[src/rtl/scan_sequencer.sv]
// Row/column scan controller: walks a ROWS x COLS region one beat per
// valid/ready handshake and pulses done once the final beat is accepted.
module scan_sequencer #(
    parameter int ROWS = 4,
    parameter int COLS = 4,
    parameter int RW   = 2,
    parameter int CW   = 2,
    parameter int AW   = 4
) (
    input  logic          clk,
    input  logic          rst,
    input  logic          start,
    input  logic          abort,
    input  logic          ready,
    output logic          valid,
    output logic [RW-1:0] row_idx,
    output logic [CW-1:0] col_idx,
    output logic [AW-1:0] addr,
    output logic          first,
    output logic          last,
    output logic          row_end,
    output logic          busy,
    output logic          done
);

    typedef enum logic [1:0] {
        IDLE = 2'd0,
        RUN  = 2'd1,
        DONE = 2'd2
    } state_t;

    localparam logic [RW-1:0] ROW_MAX = RW'(ROWS - 1);
    localparam logic [CW-1:0] COL_MAX = CW'(COLS - 1);

    state_t        state_r, state_s;
    logic [RW-1:0] row_r, row_s;
    logic [CW-1:0] col_r, col_s;
    logic [AW-1:0] addr_r, addr_s;
    logic          at_row_end_s;
    logic          at_last_s;

    assign at_row_end_s = (col_r == COL_MAX);
    assign at_last_s    = at_row_end_s && (row_r == ROW_MAX);

    // State and index registers; rst overrides everything.
    always_ff @(posedge clk) begin
        if (rst) begin
            state_r <= IDLE;
            row_r   <= '0;
            col_r   <= '0;
            addr_r  <= '0;
        end else begin
            state_r <= state_s;
            row_r   <= row_s;
            col_r   <= col_s;
            addr_r  <= addr_s;
        end
    end

    // Next-state and index advance; indices hold unless a handshake occurs.
    always_comb begin
        state_s = state_r;
        row_s   = row_r;
        col_s   = col_r;
        addr_s  = addr_r;
        case (state_r)
            IDLE: begin
                if (start) begin
                    state_s = RUN;
                    row_s   = '0;
                    col_s   = '0;
                    addr_s  = '0;
                end else begin
                    state_s = IDLE;
                end
            end
            RUN: begin
                // abort outranks a handshake, even on the final beat
                if (abort) begin
                    state_s = IDLE;
                    row_s   = '0;
                    col_s   = '0;
                    addr_s  = '0;
                end else if (ready) begin
                    if (at_last_s) begin
                        state_s = DONE;
                        row_s   = '0;
                        col_s   = '0;
                        addr_s  = '0;
                    end else if (at_row_end_s) begin
                        row_s  = row_r + RW'(1);
                        col_s  = '0;
                        addr_s = addr_r + AW'(1);
                    end else begin
                        col_s  = col_r + CW'(1);
                        addr_s = addr_r + AW'(1);
                    end
                end else begin
                    state_s = RUN;
                end
            end
            DONE: begin
                state_s = IDLE;
            end
            default: begin
                state_s = IDLE;
                row_s   = '0;
                col_s   = '0;
                addr_s  = '0;
            end
        endcase
    end

    assign valid   = (state_r == RUN);
    assign busy    = (state_r == RUN);
    assign done    = (state_r == DONE);
    assign row_idx = row_r;
    assign col_idx = col_r;
    assign addr    = addr_r;
    assign first   = valid && (row_r == '0) && (col_r == '0);
    assign last    = valid && at_last_s;
    assign row_end = valid && at_row_end_s;

endmodule

[config.mk]
export PLATFORM = sky130hd
export DESIGN_NAME = scan_sequencer
export DESIGN_NICKNAME = d
export VERILOG_FILES = /design/src/rtl/scan_sequencer.sv
export SDC_FILE = /design/constraint.sdc
export NUM_CORES = 1
export LEC_CHECK = 0
export ABC_CLOCK_PERIOD_IN_PS = 3150
export BUFFER_PORTS_ARGS = -buffer_cell sky130_fd_sc_hd__buf_4
export CORE_MARGIN = 2
export CORE_UTILIZATION = 42
export DETAILED_ROUTE_END_ITERATION = 10
export PLACE_DENSITY = 0.69
export RECOVER_POWER = 100
export SLEW_MARGIN = 40
export SYNTH_ARGS = -nofsm -noshare
export SYNTH_HDL_FRONTEND = slang
export SYNTH_SLANG_ARGS = --single-unit
export TNS_END_PERCENT = 1
[constraint.sdc]
create_clock -name clk -period 3.15 [get_ports clk]
set_input_delay 0.4725 -clock clk [delete_from_list [all_inputs] [get_ports clk]]
set_output_delay 0.4725 -clock clk [all_outputs]
set_load 0.02 [all_outputs]
==> impl_metrics.ini <==
[clock_tree]
cts_tree = built
postCtsSetupBuffers = 0
clkSinkCount = 10
ctsHoldBuffers = 0
htree_levels = 1
cts_buffers = 3
cts_root_buf = clkbuf_4
postCtsResizedCells = 0
clk_path_buf_depth = 2
path_clk_slew_ps = 70
clk_latency_ps = 260

[yosys]
syn_nets = 78
ys_warn_count = 0
ys_seq_area_share_pct = 35.6
netlist_area_um2 = 562
postSynthCellCount = 68
synth.avg_cell_area_um2 = 8.26
ys_ff_latch = 10
synth_cell_types = 25

[finish]
layout.cells.most_common = clkbuf_1
fin_cells = 103
layout-drive-gt1-share_pct = 11.4
final_cell_mix = 13 x clkbuf_1, 10 x dfxtp_1, 8 x nand2_1
final_core_util_pct = 54.1
final_nets = 99
area_delta_synth_final_pct = 22.3
fin_area_um2 = 687
diodes = 0
fillCellCount = 148

[floorplan]
core_area_mm2 = 0.00127
num_rows = 13
die_y_um = 40.6
initial_core_util_pct = 44.3
dieArea_mm2 = 0.00165
fp.dieW_um = 40.6
ios = 19

[pwr]
leakagePower_nw = 0.280
pwr-share-clk_pct = 41.0
seq_power_share_pct = 46.8
switchingPower_mw = 0.0670
power_mw = 0.278
ir_drop_uv = 198
combPwrFrac_pct = 12.2
p_int_mw = 0.211
sw_frac_of_total_pct = 24.1
power_density_mw_per_mm2 = 405

[setup_path]
max_stage_delay_ps = 400
cp.required_ps = 2680
cp_max_fo = 6
crit_type = reg -> out
cp_cell_sequence = nor2b_1 > and3_1 > clkbuf_1
critPathBufInv = 1
r2r_slack_ps = 1430
cpLargestDelayFamily = simple AND/OR/NAND/NOR gates
cp.arrival_ps = 1350
end_kind = primary output
cpMaxStageDelayCell = dfxtp_1
crit_path_start_kind = flop

[global_routing]
grt_overflow = 0
grt_usage_pct = 16.2
grt_first_pass_wirelength_um = 1770
grt_start_max_net_pins = 11
grt_pass1_vias = 444
antenna_found_initial = 0

[drt]
routed_wl_um = 1080
drc_errors = 0
wl_per_cell_um = 10.4
viasPerCell = 5.16
drt-pass1-iter-count = 4
postRouteAntennaNets = 0
drtIter0Drc = 5
dr_total_vias = 531

[sta]
finalCriticalPeriod_ps = 1820
worst_slew_pin_slew_ps = 640
fin_tns_setup_ps = 0
fin_hold_ws_ps = 450
rsz0062_at_grt = no
fin_crit_sh_pct = 57.7
finalHoldViolCount = 0
fmax_mhz = 550
slew_headroom_pct = 57.2
setup_violations = 0
clock_skew_ps = 3.56
worst_slack_ps = 1330
maxSlewViolCount = 0

[outcome]
outcome = finished clean

[run]
maxCapViolations = 0

[place]
dpl_worst_slack_ps = 1480
placed_cells = 99
dp_hpwl_um = 835
gp_congestion = 0.761
placed_area_um2 = 704
port_buffers = 18

[min_path]
hold_path_class = in -> reg
## power groups by stage
stage	sequential (mW)	clock [mW]	combinational [mW]
2_1_floorplan	0.134	0	0.0233
3_3_place_gp	0.133	0	0.0374
5_1_grt	0.130	0.127	0.0377
4_1_cts	0.130	0.117	0.0376
3_5_place_dp	0.133	0	0.0376
6_report	0.130	0.114	0.0339
## final timing paths
| kind | startpoint | end | cells past startpoint |
|---|---|---|---|
| setup / recovery | state_r[0] | last | 3 |
| hold / removal | rst | row_idx[1] | 2 |
| setup reg to reg | state_r[0] | row_idx[0] | 4 |
| hold reg to reg | col_idx[0] | col_idx[0] | 2 |
## layout make-up
| cell class | instances | area, um2 | area share (%) |
|---|---|---|---|
| Clock buffer | 4 | 36.3 | 5.28 |
| Inverter | 5 | 18.8 | 2.73 |
| Multi-Input combinational cell | 51 | 327 | 47.5 |
| Sequential cell | 10 | 200 | 29.1 |
| Tap cell | 15 | 18.8 | 2.73 |
| Timing Repair Buffer | 18 | 86.3 | 12.6 |
## worst register-to-register path: stages (launching register included)
cell and delay (ps):
dfxtp_1 400, nor3b_1 570, nand2_1 130, or4_1 410, a21oi_1 130
## sequential cells by signal, summed over array words and instances (netlist names)
name / cells
addr: 4
col_idx: 2
row_idx: 2
state_r: 2
## metal layers
layer	track usage, %	wire [um]	up-vias
li1	-	-	276
met1	19.0	528	239
met2	27.8	480	14
met3	3.33	61	2
met4	7.50	6	0
met5	0	0	-
## synth_stat cells
library cell	count	area share [%]
and3_1	4	4.5
ha_1	5	11
and2b_1	1	1.3
and2_1	1	1.1
buf_1	1	0.67
a21oi_1	6	5.3
nor2_1	4	2.7
nand3_1	3	2.7
dfxtp_1	10	36
nor3b_1	1	1.3
o21a_1	2	2.7
inv_1	5	3.3
or4_1	1	1.3
a22oi_1	1	1.3
buf_4	1	1.3
nand2_1	8	5.3
nor3b_2	1	2.2
nand4_1	1	1.1
mux2i_1	1	1.8
nor3_1	1	0.89
nand2b_4	1	2.4
a32o_1	1	1.8
nor2b_1	2	2.2
o21ai_0	5	4.5
o31ai_1	1	1.3
## logic make-up after synthesis
kind of cell	Yosys count	share of synthesized area [%]
AO/OA/AOI/OAI	16	16.9
adder cells (fa/ha/maj)	5	11.1
buffers and inverters	7	5.35
flip-flops	10	35.6
multiplexers	1	1.78
AND/OR/NAND/NOR	29	29.2
Note: power is estimated with default switching activity, not from simulation.
